$ cat config.mk
export PLATFORM = sky130hd
export DESIGN_NAME = edge_delay_array
export DESIGN_NICKNAME = d
export VERILOG_FILES = /design/src/rtl/edge_delay_pkg.sv /design/src/rtl/edge_delay_ch.sv /design/src/rtl/edge_delay_array.sv
export SDC_FILE = /design/constraint.sdc
export NUM_CORES = 1
export LEC_CHECK = 0
export CORE_UTILIZATION = 45
export DETAILED_ROUTE_END_ITERATION = 8
export PLACE_DENSITY = 0.62
export SETUP_SLACK_MARGIN = 0.5
export SYNTH_ARGS = -nofsm -noshare
export SYNTH_HDL_FRONTEND = slang
export SYNTH_HIERARCHICAL = 1
export SYNTH_SLANG_ARGS = --single-unit
$ cat constraint.sdc
create_clock -name aclk -period 5.07 [get_ports aclk]
set_input_delay 1.014 -clock aclk [delete_from_list [all_inputs] [get_ports aclk]]
set_output_delay 1.014 -clock aclk [all_outputs]
set_load 0.02 [all_outputs]
$ cat src/rtl/edge_delay_pkg.sv
// Shared types and helpers for the gamma-aligned rising-edge delay array.
package edge_delay_pkg;

    // Per-channel lifecycle within one gamma cycle.
    typedef enum logic [1:0] {
        IDLE  = 2'd0,
        ARMED = 2'd1,
        FIRE  = 2'd2,
        DONE  = 2'd3
    } ch_state_t;

    // Widest delay/counter width the fit check supports; callers zero-extend into it.
    localparam int MAX_DW = 16;

    // True when a spike sampled at time c with delay d starts its pulse no later
    // than the last cycle of the gamma window (c + 1 + d <= g_last). One extra
    // bit keeps the sum from wrapping.
    function automatic logic delay_fits(input logic [MAX_DW-1:0] c,
                                        input logic [MAX_DW-1:0] d,
                                        input logic [MAX_DW-1:0] g_last);
        logic [MAX_DW:0] sum;
        sum = {1'b0, c} + {1'b0, d} + (MAX_DW+1)'(1);
        return (sum <= {1'b0, g_last});
    endfunction

endpackage

$ cat src/rtl/edge_delay_ch.sv
// One delay channel: detects the first rising edge of din within a gamma
// cycle and replays it as a PULSE_WIDTH pulse delay_q+1 cycles later, or
// flags a drop when the pulse would start past the gamma boundary.
module edge_delay_ch
    import edge_delay_pkg::*;
#(
    parameter int GAMMA_CYCLE_WIDTH = 128,
    parameter int PULSE_WIDTH       = 8,
    parameter int DW                = $clog2(GAMMA_CYCLE_WIDTH)
) (
    input  logic          aclk,
    input  logic          grst,
    input  logic          din,
    input  logic [DW-1:0] gcount,
    input  logic          boundary,
    input  logic [DW-1:0] delay_q,
    output logic          out,
    output logic          drop
);

    localparam int                  PW_W     = $clog2(PULSE_WIDTH + 1);
    localparam logic [PW_W-1:0]     PW_LAST  = PW_W'(PULSE_WIDTH - 1);
    localparam logic [PW_W-1:0]     PW_ONE   = PW_W'(1);
    localparam logic [DW-1:0]       D_ONE    = DW'(1);
    localparam logic [MAX_DW-1:0]   G_LAST_W = MAX_DW'(GAMMA_CYCLE_WIDTH - 1);

    ch_state_t       state, state_nxt;
    logic            in_q;
    logic [DW-1:0]   cnt, cnt_nxt;
    logic [PW_W-1:0] pcnt, pcnt_nxt;
    logic            out_nxt, drop_nxt;
    logic            spike;
    logic            fits;

    assign spike = din & ~in_q;
    assign fits  = delay_fits(MAX_DW'(gcount), MAX_DW'(delay_q), G_LAST_W);

    // State register plus registered outputs and counters; reset clears everything at once.
    always_ff @(posedge aclk or posedge grst) begin
        if (grst) begin
            state <= IDLE;
            in_q  <= 1'b0;
            cnt   <= '0;
            pcnt  <= '0;
            out   <= 1'b0;
            drop  <= 1'b0;
        end else begin
            state <= state_nxt;
            in_q  <= din;
            cnt   <= cnt_nxt;
            pcnt  <= pcnt_nxt;
            out   <= out_nxt;
            drop  <= drop_nxt;
        end
    end

    // Next-state logic; the gamma boundary overrides everything and rearms the channel.
    always_comb begin
        state_nxt = state;
        if (boundary) begin
            state_nxt = IDLE;
        end else begin
            case (state)
                IDLE: begin
                    if (spike) begin
                        if (!fits)                state_nxt = DONE;
                        else if (delay_q == '0)   state_nxt = FIRE;
                        else                      state_nxt = ARMED;
                    end
                end
                ARMED:   if (cnt == '0)  state_nxt = FIRE;
                FIRE:    if (pcnt == '0) state_nxt = DONE;
                DONE:    state_nxt = DONE;
                default: state_nxt = IDLE;
            endcase
        end
    end

    // Output and counter updates; cnt is loaded with d-1 so ARMED lasts exactly d cycles.
    always_comb begin
        out_nxt  = 1'b0;
        drop_nxt = 1'b0;
        cnt_nxt  = cnt;
        pcnt_nxt = pcnt;
        if (!boundary) begin
            case (state)
                IDLE: begin
                    if (spike) begin
                        if (!fits) begin
                            drop_nxt = 1'b1;
                        end else if (delay_q == '0) begin
                            out_nxt  = 1'b1;
                            pcnt_nxt = PW_LAST;
                        end else begin
                            cnt_nxt = delay_q - D_ONE;
                        end
                    end
                end
                ARMED: begin
                    if (cnt == '0) begin
                        out_nxt  = 1'b1;
                        pcnt_nxt = PW_LAST;
                    end else begin
                        cnt_nxt = cnt - D_ONE;
                    end
                end
                FIRE: begin
                    if (pcnt != '0) begin
                        out_nxt  = 1'b1;
                        pcnt_nxt = pcnt - PW_ONE;
                    end
                end
                default: ;
            endcase
        end
    end

endmodule

$ cat src/rtl/edge_delay_array.sv
// Multi-channel gamma-aligned rising-edge delay unit. Holds the shared gamma
// counter and the per-channel delay registers that are captured once per
// gamma cycle; the per-channel behaviour lives in edge_delay_ch.
module edge_delay_array
    import edge_delay_pkg::*;
#(
    parameter int NUM_CH            = 4,
    parameter int GAMMA_CYCLE_WIDTH = 128,
    parameter int PULSE_WIDTH       = 8,
    localparam int DW               = $clog2(GAMMA_CYCLE_WIDTH)
) (
    input  logic                 aclk,
    input  logic                 grst,
    input  logic [NUM_CH-1:0]    in,
    input  logic [NUM_CH*DW-1:0] delay,
    output logic [NUM_CH-1:0]    out,
    output logic [NUM_CH-1:0]    drop,
    output logic                 gamma_tick,
    output logic [DW-1:0]        gcount
);

    localparam logic [DW-1:0] G_LAST = DW'(GAMMA_CYCLE_WIDTH - 1);
    localparam logic [DW-1:0] G_ONE  = DW'(1);

    logic          boundary;
    logic [DW-1:0] delay_q [NUM_CH];

    assign boundary   = (gcount == G_LAST);
    assign gamma_tick = (gcount == '0);

    // Free-running gamma time; G is a power of two so it wraps naturally.
    always_ff @(posedge aclk or posedge grst) begin
        if (grst) gcount <= '0;
        else      gcount <= gcount + G_ONE;
    end

    // Capture per-channel delays only at the boundary so a gamma cycle sees one stable delay.
    always_ff @(posedge aclk or posedge grst) begin
        if (grst) begin
            for (int i = 0; i < NUM_CH; i++) delay_q[i] <= '0;
        end else if (boundary) begin
            for (int i = 0; i < NUM_CH; i++) delay_q[i] <= delay[i*DW +: DW];
        end
    end

    for (genvar ch = 0; ch < NUM_CH; ch++) begin : g_ch
        edge_delay_ch #(
            .GAMMA_CYCLE_WIDTH (GAMMA_CYCLE_WIDTH),
            .PULSE_WIDTH       (PULSE_WIDTH),
            .DW                (DW)
        ) u_ch (
            .aclk     (aclk),
            .grst     (grst),
            .din      (in[ch]),
            .gcount   (gcount),
            .boundary (boundary),
            .delay_q  (delay_q[ch]),
            .out      (out[ch]),
            .drop     (drop[ch])
        );
    end

endmodule

==> results of run 1 <==
[placed cells by master (no fill, tap or decap), types with 4 or more instances in the layout]
cell type and count:
dfrtp_1 99, a21oi_1 37, or4_4 6, nand2b_1 13, mux2_4 10, o22a_1 4, nor3_1 28, a31o_2 4
clkdlybuf4s50_1 49, nand2_1 30, and2_1 8, mux2i_1 11, a31oi_1 12, xnor2_1 4, clkbuf_16 9, nand3_1 8
mux2_2 22, nor3b_1 4, a2111oi_0 4, nor2_1 72, o21ai_1 14, inv_1 42, ha_1 38, o31ai_1 16
nor4_1 10, o21a_1 4, o211a_1 4, o21ai_0 29, or3_1 9, nor2b_1 15
[layer usage]
metal  GRT usage (%)  vias to the layer above  routed length [um]
li1                -                     2425                   -
met1            26.8                     2424                6370
met2            34.3                      112                6590
met3            5.90                       16                 749
met4            5.63                        0                 172
met5               0                        -                   0
[worst paths after layout]
path                                                  startpoint                          endpoint  slack, ns  depth (start not counted)
worst min register to register  g_ch[1].u_ch/pcnt[3]$_DFFE_PP0P_  g_ch[1].u_ch/pcnt[3]$_DFFE_PP0P_       0.53                          2
max in group asynchronous                                   grst            delay_q[0]$_DFFE_PP0N_       3.18                          3
min in group asynchronous                                   grst           delay_q[17]$_DFFE_PP0N_       1.19                          2
worst max register to register               gcount[1]$_DFF_PP0_   g_ch[2].u_ch/cnt[2]$_DFFE_PP0P_       2.13                          7
worst min-delay path            g_ch[1].u_ch/pcnt[3]$_DFFE_PP0P_  g_ch[1].u_ch/pcnt[3]$_DFFE_PP0P_       0.53                          2
worst max-delay path                         gcount[1]$_DFF_PP0_                        gamma_tick       1.59                          5
[cell type report]
class / count / area [um2]
Clock buffer: 11 / 243
Clock inverter: 5 / 52.6
Fill cell: 1254 / 6260
Inverter: 42 / 158
Multi-Input combinational cell: 483 / 3530
Sequential cell: 99 / 2480
Tap cell: 176 / 220
Timing Repair Buffer: 51 / 505
[worst min-delay path, cell delays in order (launching register included)]
cell	delay (ns)
dfrtp_1	0.36
o21ai_1	0.07
o21ai_1	0.07
[logic make-up (layout without fill, tap and decap cells)]
group / after synthesis / in the layout / share of synthesized area, %
AND/OR/NAND/NOR: 235 / 235 / 21.2
buffers and inverters: 60 / 109 / 4.68
XOR/XNOR: 6 / 6 / 0.833
AO/OA/AOI/OAI: 160 / 160 / 18.2
adder cells (fa/ha/maj): 38 / 38 / 7.54
flip-flops: 99 / 99 / 39.3
multiplexers: 44 / 44 / 8.24
[power groups by stage]
stage               Combinational [mW]  Clock [mW]  Sequential [mW]
global route                    0.0535       0.747            0.791
global placement                0.0491           0            0.807
floorplan                       0.0147           0            0.806
finish                          0.0481       0.693            0.791
detailed placement              0.0496           0            0.807
CTS                             0.0500       0.718            0.791
[registers in the layout, indices dropped and copies added (netlist names)]
name             flops
g_ch.u_ch/state      8
delay_q             28
g_ch.u_ch/out        4
g_ch.u_ch/in_q       4
gcount               7
g_ch.u_ch/drop       4
g_ch.u_ch/pcnt      16
g_ch.u_ch/cnt       28
[stage by stage]
step                total power, mW  hold WS, ns  setup slack, ns
CTS                            1.56        0.535             1.52
floorplan                     0.821        0.485             2.28
finish                         1.53        0.533             1.59
global placement              0.856        0.503             1.96
detailed placement            0.856        0.519             1.89
global route                   1.59        0.573             1.46
==> results.md, run 1 <==
* CTS tree: done
* Mapped cell area at 0.00630 mm2
* Critical path arrival at 2.47 ns
* DR DRC count at 0
* Net Sw Frac at 21.1%
* Post-Syn Instances at 642
* Hold Fails Final Rpt at 0
* Max Cap Viol at 0
* Pin count of the biggest net entering global routing at 23
* Library cells used by synthesis at 71
* Final non-filler cell total at 867
* # resized after CTS at 0
* H-tree Lvls at 3
* Clock Latency Late Sink at 0.35 ns
* Fin util at 53.4%
* Synth cell count leaders: dfrtp_1, nor2_1, inv_1, ha_1, a21oi_1
* Number of enable flip-flop cells after synthesis at 0
* Routability congestion estimate at 0.786
* CTS Buf Count at 9
* Relative slew slack at 43.5%
* Die Y-Extent at 120 um
* Post-route ant nets at 0
* Post-synthesis register bit count at 99
* Outcome: completed
* Setup_tns at 0 ns
* Max Freq at 287 MHz
* Power per standard cell area at 213 mW/mm2
* Clock buffer depth at 2
* Clock share of power at 45.2%
* Lkg Pwr at 3.39 nW
* Area after DPL at 0.00689 mm2
* Crit start category: flop
* Routed len/inst at 16.0 um
* GRT Residual Overflow at 0
* RSZ-0062 raised after global routing: false
* Starting DRT DRC Count at 276
* TritonRoute pass-1 iters at 4
* Global-route usage over all layers at 20.8%
* Worst Skew at 0.00797 ns
* Via density at 5.74
* Hold Crit Class: reg2reg
* Worst path cell trace: inv_1, ha_1, or4b_2, nor3_1, clkdlybuf4s50_1
* IO Pins at 50
* DR vias at 4977
* Worst-margin pin slew at 0.846 ns
* # port buffers at 49
* Initial Util at 46.9%
* CP Data Required Time at 4.06 ns
* Sequential share of power at 51.6%
* Ys async rst share at 100%
* Area growth from synthesis to final layout at 14.0%
* Final instance area at 0.00719 mm2
* Ys flop type: dfrtp_1
* Clock sinks at 99
* Pint at 1.21 mW
* Post-synth top area share at 39.3%
* # rows at 42
* Nets@finish at 758
* # hold bufs at CTS at 0
* Placed Cells at 851
* # diodes at 0
* Synth area leader: dfrtp_1
* Die X at 120 um
* Part of the Yosys area used for sequential elements at 39.3%
* Final wirelength at 13900 um
* Crit path kind: reg2out
* CP max stage delay at 0.66 ns
* Critical path's slowest cell: clkdlybuf4s50_1
* Clock root buffer: clkbuf_16
* Crit end category: output pin
* Initial antenna violation count at 0
* Hpwl dp at 10100 um
* Setup bufs post-CTS at 0
* Final number of setup-violating endpoints at 0
* Final Slew Violations at 0
* Top cells by area, synth: dfrtp_1, ha_1, nor2_1
* Syn Area/Cell at 9.82 um2
* Vias in the first global route at 5020
* Core ar. at 0.0135 mm2
* Crit Path Max Fanout at 9
* Count leader, synth: dfrtp_1
* Syn. warnings at 6
* First-pass GRT wire length at 24000 um
* Tmin final at 3.48 ns
* CP top delay family: buffers and inverters
* Worst-path clk slew at 0.07 ns
* Comb pwr share at 3.1%
* VDD IR max at 0.000169 V
* Full die area at 0.0145 mm2
* Sw Pwr at 0.324 mW
* CP bufs+invs at 2
* Period utilization at 68.7%
* Layout cells sized above 1 at 13.0%
* Net Count, Synth at 714
Note: power is estimated with default switching activity, not from simulation.
==> run 2, diff against run 1 <==
--- a/config.mk
+++ b/config.mk
@@ -7,7 +7,7 @@
 export LEC_CHECK = 0
 export CORE_UTILIZATION = 45
 export DETAILED_ROUTE_END_ITERATION = 8
-export PLACE_DENSITY = 0.62
+export PLACE_DENSITY = 0.65
 export SETUP_SLACK_MARGIN = 0.5
 export SYNTH_ARGS = -nofsm -noshare
 export SYNTH_HDL_FRONTEND = slang
==> constraint.sdc (replaced) <==
create_clock -name aclk -period 3.18 [get_ports aclk]
set_input_delay 0.636 -clock aclk [delete_from_list [all_inputs] [get_ports aclk]]
set_output_delay 0.636 -clock aclk [all_outputs]
set_load 0.02 [all_outputs]
==> run 2 against run 1 <==
Compared with the run above:
- sequential cell count stayed put
- die area unchanged
- setup slack got worse by 0.94 ns
- core utilization is 1.3 points higher
- global-route usage fell by 0.26 points
==> results.md, run 2 (synthesis gave the netlist of run 1 again) <==
* Outcome: completed (unchanged)
* Worst Skew at 0.0130 ns (was 0.00797 ns)
* CTS tree: done (unchanged)
* Die X at 120 um (unchanged)
* Post-route ant nets at 0 (unchanged)
* DR DRC count at 0 (unchanged)
* DR vias at 4962 (was 4977)
* Initial antenna violation count at 0 (unchanged)
* Largest registers: delay_q x28, g_ch.u_ch/cnt x28, g_ch.u_ch/pcnt x16 (unchanged)
* R2R depth at 8 (was 7)
* Pin count of the biggest net entering global routing at 33 (was 23)
* Final number of setup-violating endpoints at 0 (unchanged)
* Final wirelength at 13900 um (about the same)
* CP Data Required Time at 2.54 ns (was 4.06 ns)
* Routability congestion estimate at 0.804 (was 0.786)
* Hold Crit Class: reg2reg (unchanged)
* Initial Util at 46.9% (unchanged)
* Crit Path Max Fanout at 2 (was 9)
* Power per standard cell area at 362 mW/mm2 (was 213 mW/mm2)
* Clock Latency Late Sink at 0.36 ns (was 0.35 ns)
* Full die area at 0.0145 mm2 (unchanged)
* CTS Buf Count at 9 (unchanged)
* Hold Fails Final Rpt at 0 (unchanged)
* Crit start category: flop (unchanged)
* Clock sinks at 99 (unchanged)
* Crit path capture: gamma_tick (unchanged)
* Crit end category: output pin (unchanged)
* Starting DRT DRC Count at 365 (was 276)
* GRT Residual Overflow at 0 (unchanged)
* Layout cells sized above 1 at 15.2% (was 13.0%)
* First-pass GRT wire length at 23800 um (was 24000 um)
* Most frequent cells in the layout: dfrtp_1, nor2_1, clkdlybuf4s50_1 (unchanged)
* Nets@finish at 770 (was 758)
* Setup_tns at 0 ns (unchanged)
* Relative slew slack at 44.6% (was 43.5%)
* Setup ws final at 0.652 ns (was 1.59 ns)
* Global-route usage over all layers at 20.6% (was 20.8%)
* Placed Cells at 863 (was 851)
* Area growth from synthesis to final layout at 16.7% (was 14.0%)
* IO Pins at 50 (unchanged)
* Routed len/inst at 15.9 um (was 16.0 um)
* # diodes at 0 (unchanged)
* FF-to-FF End: g_ch[3].u_ch/cnt[2]$_DFFE_PP0P_ (was g_ch[2].u_ch/cnt[2]$_DFFE_PP0P_)
* Core ar. at 0.0135 mm2 (unchanged)
* Worst-path clk slew at 0.07 ns (about the same)
* # port buffers at 49 (unchanged)
* Crit path kind: reg2out (unchanged)
* VDD IR max at 0.000286 V (was 0.000169 V)
* R2R setup slack at 0.68 ns (was 2.13 ns)
* Critical path arrival at 1.89 ns (was 2.47 ns)
* Final Slew Violations at 0 (unchanged)
* Worst slack at placement at 0.543 ns (was 1.89 ns)
* Commonest non-fill, non-tap cell in the layout: dfrtp_1 (unchanged)
* Hold_sp: gcount[0]$_DFF_PP0_ (was g_ch[1].u_ch/pcnt[3]$_DFFE_PP0P_)
* Die Y-Extent at 120 um (unchanged)
* Tmin final at 2.53 ns
* Crit path from: gcount[0]$_DFF_PP0_ (was gcount[1]$_DFF_PP0_)
* Fin util at 54.7% (was 53.4%)
* Max Freq at 396 MHz
* Clock buffer depth at 2 (unchanged)
* Clock root buffer: clkbuf_16 (unchanged)
* # hold bufs at CTS at 0 (unchanged)
* Max Cap Viol at 0 (unchanged)
* Period utilization at 79.5%
* Final non-filler cell total at 879 (was 867)
* RSZ-0062 raised after global routing: false (unchanged)
* Via density at 5.65 (was 5.74)
* Lkg Pwr at 3.48 nW (was 3.39 nW)
* H-tree Lvls at 3 (unchanged)
* Hpwl dp at 10000 um (was 10100 um)
* Worst-margin pin slew at 0.830 ns (was 0.846 ns)
* # rows at 42 (unchanged)
* Reg-to-reg startpoint: gcount[1]$_DFF_PP0_ (unchanged)
* TritonRoute pass-1 iters at 5 (was 4)
* Tot Pwr at 2.67 mW (was 1.53 mW)
* Vias in the first global route at 5078 (was 5020)
[run 2: changes by cell type in the layout (fill, tap and decap cells not counted), moves of 2 or more]
cell / previous run / this run
a2111oi_0: 4 / 1
a2111oi_1: 0 / 2
buf_4: 2 / 14
bufinv_16: 1 / 3
clkbuf_8: 1 / 3
clkinv_2: 3 / 1
[run 2: critical path: stages (launching register included)]
cell     delay, ns
dfrtp_1       0.38
inv_1         0.08
ha_1          0.14
or4b_2        0.58
nor3_1        0.15
buf_2         0.21
[run 2: through the flow]
stage / instance area, um2 / hold WS [ns]
after global placement: 6980 / 0.428
after global routing: 7360 / 0.486
after floorplan: 6300 / 0.485
after detailed placement: 6980 / 0.444
after CTS: 7350 / 0.455
final: 7360 / 0.448
[run 2: cell type report]
| type | instances | area [um2] |
|---|---|---|
| Fill cell | 1230 | 6090 |
| Inverter | 42 | 158 |
| Sequential cell | 99 | 2480 |
| Multi-Input combinational cell | 483 | 3550 |
| Tap cell | 176 | 220 |
| Timing Repair Buffer | 63 | 591 |
| Clock buffer | 12 | 267 |
| Clock inverter | 4 | 95.1 |
[run 2: worst min path at each step]
stage / to / slack, ns / depth (start not counted)
after floorplan: g_ch[3].u_ch/cnt[6]$_DFFE_PP0P_ / 0.48 / 2
after global placement: gcount[0]$_DFF_PP0_ / 0.43 / 1
after detailed placement: gcount[0]$_DFF_PP0_ / 0.44 / 1
after CTS: gcount[0]$_DFF_PP0_ / 0.45 / 1
after global routing: gcount[0]$_DFF_PP0_ / 0.49 / 1
final: gcount[0]$_DFF_PP0_ / 0.45 / 1
[run 2: where the power goes]
| part | switching (mW) | leakage, nW | internal, mW | total (mW) |
|---|---|---|---|---|
| sequential | 0.000580 | 1.32 | 1.26 | 1.26 |
| combinational | 0.0376 | 1.99 | 0.0384 | 0.0761 |
| clock | 0.497 | 0.179 | 0.833 | 1.33 |
[run 2: metal layers]
| metal | up-vias | GRT usage [%] | wire, um |
|---|---|---|---|
| li1 | 2457 | - | - |
| met1 | 2417 | 25.4 | 6260 |
| met2 | 79 | 35.4 | 6960 |
| met3 | 9 | 5.61 | 586 |
| met4 | 0 | 5.32 | 127 |
| met5 | - | 0 | 0 |
[run 2: what timing repair did]
item | 4_1_cts | 5_1_grt
endpoints found under the setup margin | 1 | 7
resized for setup | 4 | 8
setup buffers | 0 | 0
pin swaps | 0 | 1
